==> config.mk <==
export PLATFORM = sky130hd
export DESIGN_NAME = ospi_ram_arbiter_flat
export DESIGN_NICKNAME = d
export VERILOG_FILES = /design/src/rtl/ospi_ram_arbiter_if.sv /design/src/rtl/ospi_ram_arbiter.sv /design/src/flat_wrapper.sv
export SDC_FILE = /design/constraint.sdc
export NUM_CORES = 1
export LEC_CHECK = 0
export ABC_AREA = 0
export CORE_ASPECT_RATIO = 1.1
export CORE_MARGIN = 5
export CORE_UTILIZATION = 47
export DETAILED_ROUTE_END_ITERATION = 8
export GPL_TIMING_DRIVEN = 1
export MAX_ROUTING_LAYER = met4
export PLACE_DENSITY = 0.95
export SLEW_MARGIN = 20
export SYNTH_ARGS = -nofsm -noshare
export SYNTH_HDL_FRONTEND = slang
export SYNTH_SLANG_ARGS = --single-unit
==> constraint.sdc <==
create_clock -name clk -period 4.7 [get_ports clk]
set_input_delay 0.94 -clock clk [delete_from_list [all_inputs] [get_ports clk]]
set_output_delay 0.94 -clock clk [all_outputs]
set_load 0.01 [all_outputs]
==> src/rtl/ospi_ram_arbiter_if.sv <==
// ospi_ram_arbiter_if
//   Bundles the three buses around the frame-RAM arbiter:
//   - port A : OSPI slave engine, bus-timed, never stalled (a_en/a_we/a_addr/a_wdata/a_rdata)
//   - port B : auxiliary requester, valid/ready in, rvalid/rdata out
//   - RAM    : single-port RAM, combinational request, 1-cycle read latency
//   Modports:
//   - slave  : the arbiter's view
//   - master : the view of the surrounding requesters and the RAM
interface ospi_ram_arbiter_if #(
   parameter int ADDR_W = 18,
   parameter int DATA_W = 8
);
   // port A
   logic              a_en;
   logic              a_we;
   logic [ADDR_W-1:0] a_addr;
   logic [DATA_W-1:0] a_wdata;
   logic [DATA_W-1:0] a_rdata;
   // port B
   logic              b_valid;
   logic              b_ready;
   logic              b_we;
   logic [ADDR_W-1:0] b_addr;
   logic [DATA_W-1:0] b_wdata;
   logic              b_rvalid;
   logic [DATA_W-1:0] b_rdata;
   // RAM
   logic              ram_en;
   logic              ram_we;
   logic [ADDR_W-1:0] ram_addr;
   logic [DATA_W-1:0] ram_wdata;
   logic [DATA_W-1:0] ram_rdata;

   modport slave (
      input  a_en, a_we, a_addr, a_wdata,
      output a_rdata,
      input  b_valid, b_we, b_addr, b_wdata,
      output b_ready, b_rvalid, b_rdata,
      output ram_en, ram_we, ram_addr, ram_wdata,
      input  ram_rdata
   );

   modport master (
      output a_en, a_we, a_addr, a_wdata,
      input  a_rdata,
      output b_valid, b_we, b_addr, b_wdata,
      input  b_ready, b_rvalid, b_rdata,
      input  ram_en, ram_we, ram_addr, ram_wdata,
      output ram_rdata
   );
endinterface

==> src/rtl/ospi_ram_arbiter.sv <==
// ospi_ram_arbiter
//   Shares the single-port frame RAM between the OSPI slave engine (port A)
//   and an auxiliary requester (port B). Port A always owns the RAM in any
//   cycle it asserts a_en. Port B is captured in a one-entry holding register
//   and issued in the first cycle port A leaves the RAM free.
//   Ports:
//   - clk        : single clock, rising edge
//   - reset      : asynchronous, active-high
//   - bus        : port A / port B / RAM signals (ospi_ram_arbiter_if.slave)
//   - starve_clr : clears the sticky starvation flag
//   - starve     : sticky, port B waited MAX_WAIT cycles behind port A
module ospi_ram_arbiter #(
   parameter int ADDR_W   = 18,
   parameter int DATA_W   = 8,
   parameter int MAX_WAIT = 1024,
   parameter int WAIT_W   = 16
) (
   input  logic                 clk,
   input  logic                 reset,
   ospi_ram_arbiter_if.slave    bus,
   input  logic                 starve_clr,
   output logic                 starve
);

   typedef enum logic [1:0] {IDLE, PEND, RESP} state_t;

   state_t            state, state_nxt;
   logic              hold_we;
   logic [ADDR_W-1:0] hold_addr;
   logic [DATA_W-1:0] hold_wdata;
   logic [WAIT_W-1:0] wait_cnt, wait_nxt;
   logic              accept;
   logic              starve_set;

   // next-state / handshake
   always_comb begin
      state_nxt  = state;
      wait_nxt   = wait_cnt;
      accept     = 1'b0;
      starve_set = 1'b0;
      case (state)
         IDLE: begin
            if (bus.b_valid) begin
               accept    = 1'b1;
               state_nxt = PEND;
            end
         end
         PEND: begin
            if (bus.a_en) begin
               // saturating, so the MAX_WAIT crossing happens at most once per request
               if (wait_cnt != '1) begin
                  wait_nxt   = wait_cnt + 1'b1;
                  starve_set = (wait_cnt == WAIT_W'(MAX_WAIT - 1));
               end
            end else begin
               wait_nxt  = '0;
               state_nxt = hold_we ? IDLE : RESP;
            end
         end
         RESP:    state_nxt = IDLE;
         default: state_nxt = IDLE;
      endcase
   end

   // RAM port mux: A wins whenever it is active, B only from the holding register
   always_comb begin
      bus.ram_en    = 1'b0;
      bus.ram_we    = 1'b0;
      bus.ram_addr  = hold_addr;
      bus.ram_wdata = hold_wdata;
      if (bus.a_en) begin
         bus.ram_en    = 1'b1;
         bus.ram_we    = bus.a_we;
         bus.ram_addr  = bus.a_addr;
         bus.ram_wdata = bus.a_wdata;
      end else if (state == PEND) begin
         bus.ram_en = 1'b1;
         bus.ram_we = hold_we;
      end
   end

   assign bus.a_rdata = bus.ram_rdata;
   assign bus.b_ready = (state == IDLE);

   always_ff @(posedge clk or posedge reset) begin
      if (reset) begin
         state      <= IDLE;
         wait_cnt   <= '0;
         hold_we    <= 1'b0;
         hold_addr  <= '0;
         hold_wdata <= '0;
         bus.b_rvalid <= 1'b0;
         bus.b_rdata  <= '0;
         starve     <= 1'b0;
      end else begin
         state    <= state_nxt;
         wait_cnt <= wait_nxt;
         if (accept) begin
            hold_we    <= bus.b_we;
            hold_addr  <= bus.b_addr;
            hold_wdata <= bus.b_wdata;
         end
         // RESP is the cycle the RAM presents B's read data
         bus.b_rvalid <= (state == RESP);
         if (state == RESP)
            bus.b_rdata <= bus.ram_rdata;
         // set dominates a simultaneous clear
         starve <= starve_set | (starve & ~starve_clr);
      end
   end

endmodule
==> src/flat_wrapper.sv <==
// flat-port wrapper written by rule: the top's interface ports become plain ports
module ospi_ram_arbiter_flat 
#(
   parameter int ADDR_W   = 18,
   parameter int DATA_W   = 8,
   parameter int MAX_WAIT = 1024,
   parameter int WAIT_W   = 16
)
  (clk, reset, starve_clr, starve, bus_a_en, bus_a_we, bus_a_addr, bus_a_wdata, bus_a_rdata, bus_b_valid, bus_b_we, bus_b_addr, bus_b_wdata, bus_b_ready, bus_b_rvalid, bus_b_rdata, bus_ram_en, bus_ram_we, bus_ram_addr, bus_ram_wdata, bus_ram_rdata);
  ospi_ram_arbiter_if #(.ADDR_W(ADDR_W), .DATA_W(DATA_W)) bus_i ();
  input  logic clk;
  input  logic reset;
  input  logic starve_clr;
  output logic starve;
  input wire logic [$bits(bus_i.a_en)-1:0] bus_a_en;
  input wire logic [$bits(bus_i.a_we)-1:0] bus_a_we;
  input wire logic [$bits(bus_i.a_addr)-1:0] bus_a_addr;
  input wire logic [$bits(bus_i.a_wdata)-1:0] bus_a_wdata;
  output wire logic [$bits(bus_i.a_rdata)-1:0] bus_a_rdata;
  input wire logic [$bits(bus_i.b_valid)-1:0] bus_b_valid;
  input wire logic [$bits(bus_i.b_we)-1:0] bus_b_we;
  input wire logic [$bits(bus_i.b_addr)-1:0] bus_b_addr;
  input wire logic [$bits(bus_i.b_wdata)-1:0] bus_b_wdata;
  output wire logic [$bits(bus_i.b_ready)-1:0] bus_b_ready;
  output wire logic [$bits(bus_i.b_rvalid)-1:0] bus_b_rvalid;
  output wire logic [$bits(bus_i.b_rdata)-1:0] bus_b_rdata;
  output wire logic [$bits(bus_i.ram_en)-1:0] bus_ram_en;
  output wire logic [$bits(bus_i.ram_we)-1:0] bus_ram_we;
  output wire logic [$bits(bus_i.ram_addr)-1:0] bus_ram_addr;
  output wire logic [$bits(bus_i.ram_wdata)-1:0] bus_ram_wdata;
  input wire logic [$bits(bus_i.ram_rdata)-1:0] bus_ram_rdata;
  assign bus_i.a_en = bus_a_en;
  assign bus_i.a_we = bus_a_we;
  assign bus_i.a_addr = bus_a_addr;
  assign bus_i.a_wdata = bus_a_wdata;
  assign bus_a_rdata = bus_i.a_rdata;
  assign bus_i.b_valid = bus_b_valid;
  assign bus_i.b_we = bus_b_we;
  assign bus_i.b_addr = bus_b_addr;
  assign bus_i.b_wdata = bus_b_wdata;
  assign bus_b_ready = bus_i.b_ready;
  assign bus_b_rvalid = bus_i.b_rvalid;
  assign bus_b_rdata = bus_i.b_rdata;
  assign bus_ram_en = bus_i.ram_en;
  assign bus_ram_we = bus_i.ram_we;
  assign bus_ram_addr = bus_i.ram_addr;
  assign bus_ram_wdata = bus_i.ram_wdata;
  assign bus_i.ram_rdata = bus_ram_rdata;
  ospi_ram_arbiter #(.ADDR_W(ADDR_W), .DATA_W(DATA_W), .MAX_WAIT(MAX_WAIT), .WAIT_W(WAIT_W)) u_core (.clk(clk), .reset(reset), .bus(bus_i), .starve_clr(starve_clr), .starve(starve));
endmodule
Yosys cells after proc, flatten, opt, wreduce, memory -nomap -nowiden. Index checks and enable logic that the tools add are counted.

Register bits: 55. Logic and storage cells: 39. Input bits: 67. Output and inout bits: 47.

Eq/ne operators: 7. Add/subtract/negate cells: 1. Bitwise operators: 3. Multiplexer cells: 17. Reduce and logical (&&, ||, !) cells: 3.

Operator list (number): two-way mux 16 bit (2); two-way mux 18 bit (1); adder 16 x 1 -> 16 bit (second input constant) (1); equality test 16 x 10 -> 1 bit (second input constant) (1); != test 16 bit (second input constant) (1); two-way mux 1 bit (9); two-way mux 8 bit (1); two-way mux 2 bit (3); != test 2 bit (second input constant) (2); one-hot mux 2 bit (2 select lines) (1); AND reduction 2 bit (2); equality test 2 x 1 -> 1 bit (second input constant) (1); equality test 2 bit (second input constant) (1); zero test 2 bit (1); != test 2 x 1 -> 1 bit (second input constant) (1); AND 1 bit (1); NOT 1 bit (1); OR 1 bit (1).

Logic depth before layout (Yosys ltp).
Depth in word-level cells: 5. Gate-level depth with buffers: 6. Gate-level depth less buffers: 5.

Least setup slack after synthesis. No wires, ideal clock.

Kind: in2out. Start point: input bus_a_en. End point: output bus_ram_addr[10]. Path slack: 1837 ps. Required time: 3760 ps. Stages on the path: 3. Arrival time: 1923 ps. Buffers on the path: 2. Path through: clkbuf_1 -> buf_1 -> mux2_2.

Cells in the longest elaborated chain, start to end: 1.

RTL lines: start, declared (RTL line flat_wrapper.sv:15) `input wire logic [$bits(bus_i.a_en)-1:0] bus_a_en;`; two-way mux 18 bit (RTL line ospi_ram_arbiter.sv:71) `if (bus.a_en) begin`; end, declared (RTL line flat_wrapper.sv:29) `output wire logic [$bits(bus_i.ram_addr)-1:0] bus_ram_addr;`.

Every way passes these cells.

Worst setup path after layout.
Start point: input bus_a_en. End point: output bus_ram_en.

Cells in the longest elaborated chain, start to end: 1.

RTL lines: two-way mux 1 bit (RTL line ospi_ram_arbiter.sv:71); end, declared (RTL line flat_wrapper.sv:27) `output wire logic [$bits(bus_i.ram_en)-1:0] bus_ram_en;`.

Every way passes these cells.

==> key figures <==
Timing
  • RSZ-0062 raised after global routing: no
  • Period utilization: 0.739
  • TNS Setup: 0 ns
  • Min Hold Slack: 0.479 ns
  • Final worst slack: 1.23 ns
  • Clock Skews: 0.00998 ns
  • Shortest period the worst path allows: 3.47 ns
  • Max Freq: 0.288 GHz
  • Final Hold Fails: 0
  • Final max-slew violation count: 0
  • Setup Viol. Count Final: 0
  • Rel. slew slack: 0.432
  • Worst-Margin Slew: 0.850 ns

Worst setup path
  • FF-to-FF Start: u_core.state[0]
  • Max incr delay on CP: 0.62 ns
  • R2r worst-path depth: 4
  • Crit path depth: 4
  • Kind of critical path: in2out
  • Crit-path cells: buf_2 > buf_4 > nand2b_1 > clkdlybuf4s50_1
  • Worst path required time: 3.76 ns
  • Worst Path Buf+Inv: 3
  • Critical path's slowest cell: buf_2
  • Top Family by Delay on Critical Path: buffers and inverters
  • R2r setup slk: 2.62 ns
  • Endpoint type of the worst setup path: output port
  • Worst EP arrival: 2.53 ns
  • Reg2Reg Capture Point: u_core.wait_cnt[11]
  • Critical Path Start Type: primary input
  • CP Max Fanout: 40
  • Critical Path Sink: bus_ram_en
  • Critical path launch point: bus_a_en

CTS
  • # Post-CTS Setup Buffers: 0
  • CTS max path bufs: 2
  • CTS tree: built
  • Root Driver: clkbuf_8
  • H-tree depth: 2
  • Later-pin clock latency in the skew report: 0.31 ns
  • Cts bufs inserted: 5
  • CTS clk-pin slew, worst paths: 0.10 ns
  • Post-CTS sizing: 0
  • CTS Hold Buffers Added: 0
  • CTS Sinks: 55

Logic synthesis
  • Syn avg cell area: 11.4 um2
  • Synth Register Bits: 55
  • Main synth FF type: dfrtp_1
  • EDFF count, synth: 0
  • Post-Syn Area: 2920 um2
  • Netlist cell types: 47
  • Cells after Synth: 256
  • Synth Warn #: 0
  • Net Count, Synth: 324
  • Sequential area share after synthesis: 0.471
  • Post-synth ARST share: 1.00

Power and ir drop
  • Pwr per Cell Area: 455 nW/um2
  • VDD IR-drop max: 0.276 mV
  • Pleak: 1.65 nW

Run
  • Max Cap Viol: 0

Drt
  • Final antenna-violating net count: 0
  • DR pass1 iterations: 5
  • Final WL: 7310 um
  • Post-route DRC: 0
  • Via/cell ratio: 5.58
  • DR vias: 2,429
  • Initial DRC count: 163
  • WL/cell: 16.8 um

Placed design
  • Placed cells: 427
  • Port Buffer Count: 113
  • Setup slack at placement: 1.23 ns
  • Final GP Congestion: 0.891
  • Placed cell area: 4020 um2
  • Dpl hpwl: 5310 um

Floorplanning
  • DIE AREA: 7890 um2
  • Starting Density: 0.478
  • Core area: 6120 um2
  • Die H: 92.7 um
  • Row cnt: 30
  • Ports: 114
  • Die X-Extent: 85.2 um

GRT
  • Vias in the first global route: 2,598
  • Largest net degree at the start of global routing: 41
  • First-pass GRT wire length: 11,900 um
  • Tot GR Track Use: 0.187
  • Remaining Overflow, GRT: 0
  • Initial antenna violation count: 0

Layout
  • Non-Filler Instances: 435
  • Nets@finish: 422
  • Inserted Diodes: 0
  • Area Growth Syn to Fin: 41.5%
  • Final instance area: 4140 um2
  • Share of post-route cells with drive strength above 1: 0.223

Hold path
  • Hold Crit Class: reg2reg

Outcome
  • Status: finished clean
-- placed cells by master (no fill, tap or decap), drive strengths merged, types with 3 or more instances in the layout --
cell type and instances:
clkdlybuf4s50 112, mux2 61, dfrtp 55, nand2 21, nand3 12, nor2 8, o21ai 7, nand4 7
nand2b 6, clkbuf 6, a31oi 4, and3 4, buf 4, o311ai 4, and4 3, nor4 3
nor2b 3, and2 3, a21oi 3, or4 3, inv 3
-- worst min-delay path by stage --
| stage | end | cells past startpoint | start |
|---|---|---|---|
| CTS | u_core.state[1] | 1 | u_core.hold_we |
| detailed placement | u_core.state[1] | 1 | u_core.hold_we |
| global route | u_core.state[1] | 1 | u_core.hold_we |
| floorplan | u_core.state[1] | 1 | u_core.hold_we |
| finish | u_core.state[1] | 1 | u_core.hold_we |
| global placement | u_core.state[1] | 1 | u_core.hold_we |
-- power breakdown --
group          total [mW]  switching (mW)  internal (mW)
registers           0.791           0.129          0.663
clock network       0.317           0.156          0.161
logic               0.772           0.292          0.479
total                1.88           0.577           1.30
-- cell type report --
cell class | count | area [um2]
fillers | 448 | 1980
multi-input cells | 174 | 1390
flip-flops and latches | 55 | 1380
repair buffers | 116 | 1150
well taps | 80 | 100
clock buffers | 6 | 72.6
clock inverters | 2 | 38.8
inverters | 2 | 7.51
-- kinds of logic (layout without fill, tap and decap cells) --
group | Yosys count | after routing | synth area share
AOI/OAI and AO/OA | 29 | 29 | 0.0698
DFF | 55 | 55 | 0.471
muxes | 63 | 63 | 0.242
and+or+nand+nor | 81 | 81 | 0.158
adders and majority gates | 1 | 1 | 0.00428
buffers and inverters | 27 | 126 | 0.0544
-- synthesized netlist by cell type (2+ instances only) --
cell / count / share of area
a21oi_1: 3 / 0.0051
a31oi_1: 4 / 0.0086
and2_1: 3 / 0.0064
and3_1: 3 / 0.0064
and4_1: 3 / 0.0090
buf_1: 3 / 0.0039
buf_2: 7 / 0.012
buf_4: 9 / 0.023
buf_6: 2 / 0.0077
clkbuf_1: 4 / 0.0051
dfrtp_1: 55 / 0.47
inv_1: 2 / 0.0026
mux2_2: 61 / 0.24
mux2i_1: 2 / 0.0069
nand2_1: 21 / 0.027
nand2b_1: 6 / 0.013
nand3_1: 11 / 0.019
nand4_1: 6 / 0.013
nor2_1: 8 / 0.010
nor2b_1: 3 / 0.0064
nor3_1: 2 / 0.0034
nor4_1: 3 / 0.0064
o211ai_1: 2 / 0.0051
o21ai_0: 6 / 0.010
o311ai_0: 2 / 0.0060
o311ai_1: 2 / 0.0060
or4_1: 3 / 0.0077
-- metal layers --
layer | share of wire | vias to the layer above | track usage
li1 | - | 1127 | -
met1 | 0.40 | 1174 | 0.222
met2 | 0.52 | 108 | 0.320
met3 | 0.055 | 20 | 0.0311
met4 | 0.026 | 0 | 0.0686
met5 | 0 | - | -
-- flip-flops by register name (all words and copies together), names as in the netlist --
| signal | count |
|---|---|
| u_core.hold_wdata | 8 |
| u_core.state | 2 |
| u_core.hold_addr | 18 |
| u_core.wait_cnt | 16 |
| u_core.starve | 1 |
| u_core.bus.b_rvalid | 1 |
| u_core.bus.b_rdata | 8 |
| u_core.hold_we | 1 |
-- per-stage QoR --
step | power, mW | utilization
6_report | 1.88 | 0.676
5_1_grt | 1.99 | 0.676
4_1_cts | 1.90 | 0.675
3_5_place_dp | 1.58 | 0.657
3_3_place_gp | 1.54 | 0.657
2_1_floorplan | 1.20 | -
Power figures use the tool's default switching activity.
